<file path="src/rtl/replica_pkg.sv">
// Shared types and constants for the replica-path timing monitor.
package replica_pkg;

  typedef enum logic [1:0] {
    IDLE    = 2'd0,
    REQ     = 2'd1,
    ACKWAIT = 2'd2
  } alarm_state_e;

  localparam int BLANK_CYC = 2;

  // Default main taps: critical-path delay / 0.1239 ns per inverter, rounded up to an even count.
  localparam int TAP_ALU = 28;  // 3.394 ns
  localparam int TAP_MUL = 36;  // 4.400 ns
  localparam int TAP_LSU = 20;  // 2.410 ns

endpackage

</file>
<file path="src/rtl/replica_delay_monitor_if.sv">
// Alarm request/acknowledge channel between the timing monitor and the DVFS controller (4-phase).
interface replica_delay_monitor_if #(
  parameter int NUM_CH = 2
);
  logic              alarm_req_o;
  logic [NUM_CH-1:0] alarm_ch_o;
  logic              alarm_ack_i;

  modport master (output alarm_req_o, output alarm_ch_o, input alarm_ack_i);
  modport slave  (input alarm_req_o, input alarm_ch_o, output alarm_ack_i);
endinterface

</file>
<file path="src/rtl/replica_delay_chain.sv">
// One replica inverter chain with even-aligned main tap and a guard tap GUARD stages further.
// Purely combinational; both taps share the launch polarity because every tap index is even.
module replica_delay_chain #(
  parameter int MAX_STAGES = 64,
  parameter int TAP_W      = 6,
  parameter int GUARD      = 4,
  localparam int IDX_W     = $clog2(MAX_STAGES + 1)
) (
  input  logic             launch,
  input  logic [TAP_W-1:0] tap_sel,
  output logic             tap_main,
  output logic             tap_guard
);

  localparam logic [IDX_W-1:0] MIN_IDX   = IDX_W'(2);
  localparam logic [IDX_W-1:0] MAX_IDX   = IDX_W'(MAX_STAGES);
  localparam logic [IDX_W:0]   MAX_IDX_X = (IDX_W + 1)'(MAX_STAGES);
  localparam logic [IDX_W:0]   GUARD_X   = (IDX_W + 1)'(GUARD);

  (* dont_touch = "true" *) logic stage [MAX_STAGES + 1];

  logic [IDX_W-1:0] even_sel;
  logic [IDX_W-1:0] main_idx;
  logic [IDX_W:0]   guard_raw;
  logic [IDX_W-1:0] guard_idx;

  assign stage[0] = launch;
  for (genvar i = 1; i <= MAX_STAGES; i++) begin : g_inv
    assign stage[i] = ~stage[i-1];
  end

  // Odd selections fall back to the next lower even stage so no polarity fix is needed.
  assign even_sel  = IDX_W'(tap_sel) - IDX_W'(tap_sel[0]);
  assign main_idx  = (even_sel < MIN_IDX) ? MIN_IDX :
                     (even_sel > MAX_IDX) ? MAX_IDX : even_sel;
  assign guard_raw = {1'b0, main_idx} + GUARD_X;
  assign guard_idx = (guard_raw > MAX_IDX_X) ? MAX_IDX : guard_raw[IDX_W-1:0];

  assign tap_main  = stage[main_idx];
  assign tap_guard = stage[guard_idx];

endmodule

</file>
<file path="src/rtl/replica_delay_monitor.sv">
// Per-channel replica-path late/warn detection (latency 2), windowed late counts and a 4-phase alarm
// handshake; alarms raised while a handshake is busy are held in a pending mask, never dropped.
module replica_delay_monitor
  import replica_pkg::*;
#(
  parameter int NUM_CH     = 2,
  parameter int MAX_STAGES = 64,
  parameter int TAP_W      = 6,
  parameter int GUARD      = 4,
  parameter int CNT_W      = 12,
  parameter int WIN_W      = 16
) (
  input  logic                    clk_i,
  input  logic                    rst_ni,
  input  logic [NUM_CH-1:0]       en_i,
  input  logic [NUM_CH*TAP_W-1:0] tap_sel_i,
  input  logic [WIN_W-1:0]        win_len_i,
  input  logic [CNT_W-1:0]        thresh_i,
  input  logic [NUM_CH-1:0]       err_inject_i,
  output logic [NUM_CH-1:0]       late_o,
  output logic [NUM_CH-1:0]       warn_o,
  output logic [NUM_CH*CNT_W-1:0] err_cnt_o,
  output logic                    win_done_o,
  replica_delay_monitor_if.master alarm
);

  localparam logic [1:0] S_IDLE    = 2'(IDLE);
  localparam logic [1:0] S_REQ     = 2'(REQ);
  localparam logic [1:0] S_ACKWAIT = 2'(ACKWAIT);

  logic [NUM_CH-1:0] launch_q, en_q, tap_main, tap_guard;
  logic [NUM_CH-1:0] blank_trig, cmp_vld, evt_main, evt_guard;
  logic [NUM_CH-1:0] miss_main_q, miss_guard_q, over;
  logic [TAP_W-1:0]  tap_cur   [NUM_CH];
  logic [TAP_W-1:0]  tap_q     [NUM_CH];
  logic [1:0]        blank_cnt [NUM_CH];
  logic [CNT_W-1:0]  run_cnt   [NUM_CH];
  logic [CNT_W-1:0]  cnt_next  [NUM_CH];

  logic [WIN_W-1:0]  win_cnt, win_len_q, len_cur, len_eff;
  logic              win_run, win_term;

  logic [1:0]        state;
  logic [NUM_CH-1:0] pending, alarm_ch_q, over_close;

  for (genvar c = 0; c < NUM_CH; c++) begin : g_ch
    assign tap_cur[c] = tap_sel_i[c*TAP_W +: TAP_W];

    replica_delay_chain #(
      .MAX_STAGES (MAX_STAGES),
      .TAP_W      (TAP_W),
      .GUARD      (GUARD)
    ) u_chain (
      .launch    (launch_q[c]),
      .tap_sel   (tap_cur[c]),
      .tap_main  (tap_main[c]),
      .tap_guard (tap_guard[c])
    );
  end

  // The compare sits in front of the capture flop so a late event belongs to the cycle whose
  // closing edge captures it; that keeps terminal-cycle events in the window that is closing.
  always_comb begin
    blank_trig = '0;
    cmp_vld    = '0;
    evt_main   = '0;
    evt_guard  = '0;
    over       = '0;
    cnt_next   = '{default: '0};
    for (int c = 0; c < NUM_CH; c++) begin
      blank_trig[c] = (en_i[c] & ~en_q[c]) | (tap_cur[c] != tap_q[c]);
      cmp_vld[c]    = en_i[c] & ~blank_trig[c] & (blank_cnt[c] == 2'd0);
      evt_main[c]   = cmp_vld[c] & ((tap_main[c] ^ err_inject_i[c]) != launch_q[c]);
      evt_guard[c]  = cmp_vld[c] & (tap_guard[c] != launch_q[c]);
      cnt_next[c]   = (&run_cnt[c]) ? run_cnt[c] : run_cnt[c] + CNT_W'(evt_main[c]);
      over[c]       = (thresh_i != '0) && (cnt_next[c] >= thresh_i);
    end
  end

  always_ff @(posedge clk_i or negedge rst_ni) begin
    if (!rst_ni) begin
      launch_q     <= '0;
      en_q         <= '0;
      miss_main_q  <= '0;
      miss_guard_q <= '0;
      late_o       <= '0;
      warn_o       <= '0;
      err_cnt_o    <= '0;
      for (int c = 0; c < NUM_CH; c++) begin
        tap_q[c]     <= '0;
        blank_cnt[c] <= '0;
        run_cnt[c]   <= '0;
      end
    end else begin
      launch_q     <= launch_q ^ en_i;
      en_q         <= en_i;
      miss_main_q  <= evt_main;
      miss_guard_q <= evt_guard;
      late_o       <= miss_main_q;
      warn_o       <= miss_guard_q;
      for (int c = 0; c < NUM_CH; c++) begin
        tap_q[c] <= tap_cur[c];
        if (blank_trig[c]) begin
          blank_cnt[c] <= 2'(BLANK_CYC - 1);
        end else if (blank_cnt[c] != 2'd0) begin
          blank_cnt[c] <= blank_cnt[c] - 2'd1;
        end
        if (win_term) begin
          err_cnt_o[c*CNT_W +: CNT_W] <= cnt_next[c];
          run_cnt[c]                  <= '0;
        end else if (en_i[c]) begin
          run_cnt[c] <= cnt_next[c];
        end
      end
    end
  end

  // Window length is sampled in the first cycle of each window and held for the rest of it.
  assign win_run  = |en_i;
  assign len_cur  = (win_cnt == '0) ? win_len_i : win_len_q;
  assign len_eff  = (len_cur == '0) ? WIN_W'(1) : len_cur;
  assign win_term = win_run && (win_cnt == len_eff - WIN_W'(1));

  always_ff @(posedge clk_i or negedge rst_ni) begin
    if (!rst_ni) begin
      win_cnt    <= '0;
      win_len_q  <= '0;
      win_done_o <= 1'b0;
    end else begin
      win_done_o <= win_term;
      if (win_run) begin
        if (win_cnt == '0) begin
          win_len_q <= win_len_i;
        end
        win_cnt <= win_term ? '0 : win_cnt + WIN_W'(1);
      end
    end
  end

  assign over_close = win_term ? over : '0;

  always_ff @(posedge clk_i or negedge rst_ni) begin
    if (!rst_ni) begin
      state      <= S_IDLE;
      pending    <= '0;
      alarm_ch_q <= '0;
    end else begin
      case (state)
        S_IDLE: begin
          if ((pending | over_close) != '0) begin
            state      <= S_REQ;
            alarm_ch_q <= pending | over_close;
            pending    <= '0;
          end
        end
        S_REQ: begin
          pending <= pending | over_close;
          if (alarm.alarm_ack_i) begin
            state <= S_ACKWAIT;
          end
        end
        S_ACKWAIT: begin
          pending <= pending | over_close;
          if (!alarm.alarm_ack_i) begin
            state <= S_IDLE;
          end
        end
        default: state <= S_IDLE;
      endcase
    end
  end

  assign alarm.alarm_req_o = (state == S_REQ);
  assign alarm.alarm_ch_o  = alarm_ch_q;

endmodule
</file>
<file path="src/flat_wrapper.sv">
// flat-port wrapper written by rule: the top's interface ports become plain ports
module replica_delay_monitor_flat import replica_pkg::*;
#(
  parameter int NUM_CH     = 2,
  parameter int MAX_STAGES = 64,
  parameter int TAP_W      = 6,
  parameter int GUARD      = 4,
  parameter int CNT_W      = 12,
  parameter int WIN_W      = 16
)
  (clk_i, rst_ni, en_i, tap_sel_i, win_len_i, thresh_i, err_inject_i, late_o, warn_o, err_cnt_o, win_done_o, alarm_alarm_req_o, alarm_alarm_ch_o, alarm_alarm_ack_i);
  replica_delay_monitor_if #(.NUM_CH(NUM_CH)) alarm_i ();
  input  logic clk_i;
  input  logic rst_ni;
  input  logic [NUM_CH-1:0] en_i;
  input  logic [NUM_CH*TAP_W-1:0] tap_sel_i;
  input  logic [WIN_W-1:0] win_len_i;
  input  logic [CNT_W-1:0] thresh_i;
  input  logic [NUM_CH-1:0] err_inject_i;
  output logic [NUM_CH-1:0] late_o;
  output logic [NUM_CH-1:0] warn_o;
  output logic [NUM_CH*CNT_W-1:0] err_cnt_o;
  output logic win_done_o;
  output wire logic [$bits(alarm_i.alarm_req_o)-1:0] alarm_alarm_req_o;
  output wire logic [$bits(alarm_i.alarm_ch_o)-1:0] alarm_alarm_ch_o;
  input wire logic [$bits(alarm_i.alarm_ack_i)-1:0] alarm_alarm_ack_i;
  assign alarm_alarm_req_o = alarm_i.alarm_req_o;
  assign alarm_alarm_ch_o = alarm_i.alarm_ch_o;
  assign alarm_i.alarm_ack_i = alarm_alarm_ack_i;
  replica_delay_monitor #(.NUM_CH(NUM_CH), .MAX_STAGES(MAX_STAGES), .TAP_W(TAP_W), .GUARD(GUARD), .CNT_W(CNT_W), .WIN_W(WIN_W)) u_core (.clk_i(clk_i), .rst_ni(rst_ni), .en_i(en_i), .tap_sel_i(tap_sel_i), .win_len_i(win_len_i), .thresh_i(thresh_i), .err_inject_i(err_inject_i), .late_o(late_o), .warn_o(warn_o), .err_cnt_o(err_cnt_o), .win_done_o(win_done_o), .alarm(alarm_i));
endmodule
</file>
<file path="config.mk">
export PLATFORM = sky130hd
export DESIGN_NAME = replica_delay_monitor_flat
export DESIGN_NICKNAME = d
export VERILOG_FILES = /design/src/rtl/replica_pkg.sv /design/src/rtl/replica_delay_monitor_if.sv /design/src/rtl/replica_delay_chain.sv /design/src/rtl/replica_delay_monitor.sv /design/src/flat_wrapper.sv
export SDC_FILE = /design/constraint.sdc
export NUM_CORES = 1
export LEC_CHECK = 0
export CAP_MARGIN = 20
export CORE_MARGIN = 3
export CORE_UTILIZATION = 52
export DETAILED_ROUTE_END_ITERATION = 16
export GPL_TIMING_DRIVEN = 0
export PLACE_DENSITY = 0.78
export RECOVER_POWER = 25
export SYNTH_ARGS = -nofsm -noshare
export SYNTH_HDL_FRONTEND = slang
export SYNTH_SLANG_ARGS = --single-unit
</file>
<file path="constraint.sdc">
create_clock -name clk_i -period 4.71 [get_ports clk_i]
set_clock_uncertainty 0.15 [all_clocks]
set_input_delay 0.942 -clock clk_i [delete_from_list [all_inputs] [get_ports clk_i]]
set_output_delay 0.942 -clock clk_i [all_outputs]
set_load 0.03 [all_outputs]
</file>
==> results.cfg <==
[sta]
setup_viol = 2
finalHoldViolCount = 0
tightest_slew_ns = 1.21
max_freq_mhz = 206
rsz0062_at_grt = yes
slew_headroom_pct = 19.5
final.setup.worst_slack_ns = -0.144
drv_slew = 0
final.period_utilization_pct = 103
whs_ns = 0.200
setup_tns_ns = -0.168
fin_crit_ns = 4.85

[floorplanning]
die_x_um = 123
die_area_mm2 = 0.0151
ioPinCount = 79
die_h_um = 123
rows = 42
core_mm2 = 0.0133
initial_core_util_pct = 53.5

[route]
wirelength_mm = 20.3
drc = 0
highest_layer = met4
vias_per_cell = 5.95
drt_iter0_drc = 652
wl_met2_mm = 10.2
drt.antenna.violating_nets = 0
wire_per_inst_um = 19.2
first_pass_iters = 6
wl_met1_mm = 8.11
via_count = 6317
dr_wl_met3_mm = 1.31

[run_status]
violations = setup timing
status = complete, but fails checks

[worst_setup_path]
crit_type = input port to flip-flop
cpMostUsedCell = buf_4
rrSetupSlack_ns = 0.02
path_cells = buf_4 -> xnor2_4 -> o2111ai_4 -> nor4_4 -> nand3_2 -> nor2_4 -> buf_4 -> buf_4 -> ha_2 -> nand2_1 -> nor2_2 -> nand3_1 -> o21a_2 -> ha_4 -> o2111ai_1 -> o21ai_1 -> a311oi_2 -> o31ai_2 -> o21ai_2 -> nor4_4 -> mux2i_1 -> or3_1
startpoint_type = input port
r2r_end = u_core.state[1]
arrival_ns = 5.00
cp_max_fo = 4
rr_startpoint = u_core.run_cnt[13]
path_delay_family = simple AND/OR/NAND/NOR gates
cp_num_buf_inv = 3
critPathCaptureType = flip-flop
cp_slowest_cell = nor4_4
crit_required_ns = 4.86
cpPeakStageDelay_ns = 0.37
rr_worst_depth = 18

[run]
max-cap-violations = 0

[power]
p_per_area_mw_per_mm2 = 346
peakVddDrop_mv = 0.252
power.leakage_nw = 4.25

[synthesis]
synth-edff-count = 0
yosys_warnings = 0
seq_area_frac_synth_pct = 40.5
synthesis.nets = 824
ys_types = 70
synth-seq-cells = 115
netlist_area_mm2 = 0.00711
avgSynthCellArea_um2 = 9.63
ys.flop_type = dfrtp_1
synth-async-reset-ratio_pct = 100
syn_inst = 738

[min_path]
min-delay-start = u_core.miss_main_q[1]
holdPathEnd = u_core.late_o[1]
hold_depth = 0
hp-class = flip-flop to flip-flop

[clocking]
clockRootBuffer = clkbuf_16
cts_tree = yes
path_clk_slew_ns = 0.06
cts.sinks = 115
cts_max_level = 4
clockBufferDepth = 2
clock_latency_ns = 0.43
cts_buffers = 17

[final_layout]
area_delta_synth_final_pct = 34.4
most-common-layout-cells = dfrtp_1 (114), nor2_1 (71), clkdlybuf4s50_1 (55), nand2_1 (50), buf_4 (47)
layout-drive-gt1-share_pct = 22.6
fin_util_pct = 71.9
stdcell_count = 1061
layout_commonest_cell = dfrtp_1
diodes = 0
fin_nets = 958

[placed_design]
post-dp-hpwl_mm = 13.1
dpl.cell_count = 992
io_buffers = 77
globalplace.congestion = 0.900

[global_routing]
grt_pass1_wl_mm = 31.5
antenna_found_initial = 0
grt_util_all_layers_pct = 26.6
grt_start_max_net_pins = 99
overflow = 0
grt_pass1_vias = 6400
[layer usage]
metal / track usage [%] / up-vias
met1: 32.6 / 3085
li1: - / 2895
met2: 44.2 / 269
met5: 0.694 / -
met3: 5.76 / 68
met4: 13.6 / 0
[cells by family after synthesis]
family	after synthesis	synth area share (%)
AND/OR/NAND/NOR	301	22.6
flip-flops	115	40.5
AO/OA/AOI/OAI	93	9.54
buffers and inverters	71	4.24
XOR/XNOR	70	8.63
multiplexers	49	7.66
adder cells (fa/ha/maj)	39	6.87
[flip-flops by register name (all words and copies together), names as in the netlist, 4 cells and up]
signal	flops
u_core.err_cnt_o	24
u_core.run_cnt	24
u_core.win_cnt	16
u_core.win_len_q	16
u_core.tap_q	12
u_core.blank_cnt	4
[per-stage QoR]
stage	setup WS, ns	total power [W]	area [um^2]
2_1_floorplan	-0.0900	0.00167	7210
5_1_grt	-0.257	0.00345	9550
3_3_place_gp	-1.85	0.00185	8210
4_1_cts	-0.0473	0.00323	9180
3_5_place_dp	-1.40	0.00190	8230
6_report	-0.144	0.00330	9550
[worst reg2reg max path: stages (launching register included)]
cell	delay, ns
dfrtp_1	0.33
clkbuf_1	0.37
nand3_1	0.15
or3_1	0.42
or2_2	0.33
clkbuf_1	0.18
nor2b_4	0.16
and2_4	0.16
buf_4	0.14
xor2_1	0.17
ha_1	0.31
o2111ai_1	0.13
o21ai_1	0.21
a311oi_2	0.13
o31ai_2	0.30
o21ai_2	0.14
nor4_4	0.37
mux2i_1	0.11
or3_1	0.31
[cells in the mapped netlist (12+ instances only)]
cell type,number,area [um^2]
a21oi_1,15,75.1
buf_2,12,60.1
clkbuf_1,21,78.8
dfrtp_1,115,2880
ha_1,39,488
inv_1,33,124
mux2_2,28,315
mux2i_1,15,150
nand2_1,54,203
nand3_1,34,170
nand4_1,15,93.8
nor2_1,76,285
nor3_1,34,170
nor4_1,12,75.1
o21ai_0,21,105
xnor2_1,27,236
xor2_1,43,377
[report_power, final]
group | switching [W] | internal [W]
Sequential | 0.000104 | 0.00108
Clock | 0.000489 | 0.000821
Combinational | 0.000467 | 0.000344
Total | 0.00106 | 0.00224
[worst max-delay path by stage]
stage          cells past startpoint         start  slack (ns)              end
2_1_floorplan                     22       en_i[0]       -0.09  u_core.state[1]
3_3_place_gp                       1        rst_ni       -1.85  u_core.tap_q[8]
3_5_place_dp                      21  tap_sel_i[2]       -1.40  u_core.state[1]
4_1_cts                           21  tap_sel_i[0]       -0.05  u_core.state[1]
5_1_grt                           22  tap_sel_i[3]       -0.26  u_core.state[1]
6_report                          22  tap_sel_i[3]       -0.14  u_core.state[1]
[layout make-up]
class	count	area [um^2]
plain buffers	35	196
fillers	889	3740
inverters	33	139
clock inverters	11	126
multi-input cells	552	4430
repair buffers	118	1090
clock buffers	21	470
flip-flops and latches	115	2880
well taps	176	220
[what timing repair did]
item,CTS,global route
hold buffers,0,0
resized for setup,76,63
pin swaps,35,42
buffers inserted,26,15
gates cloned,0,0
endpoints found under the setup margin,70,69
No activity file was read; power rests on OpenSTA's default activity.
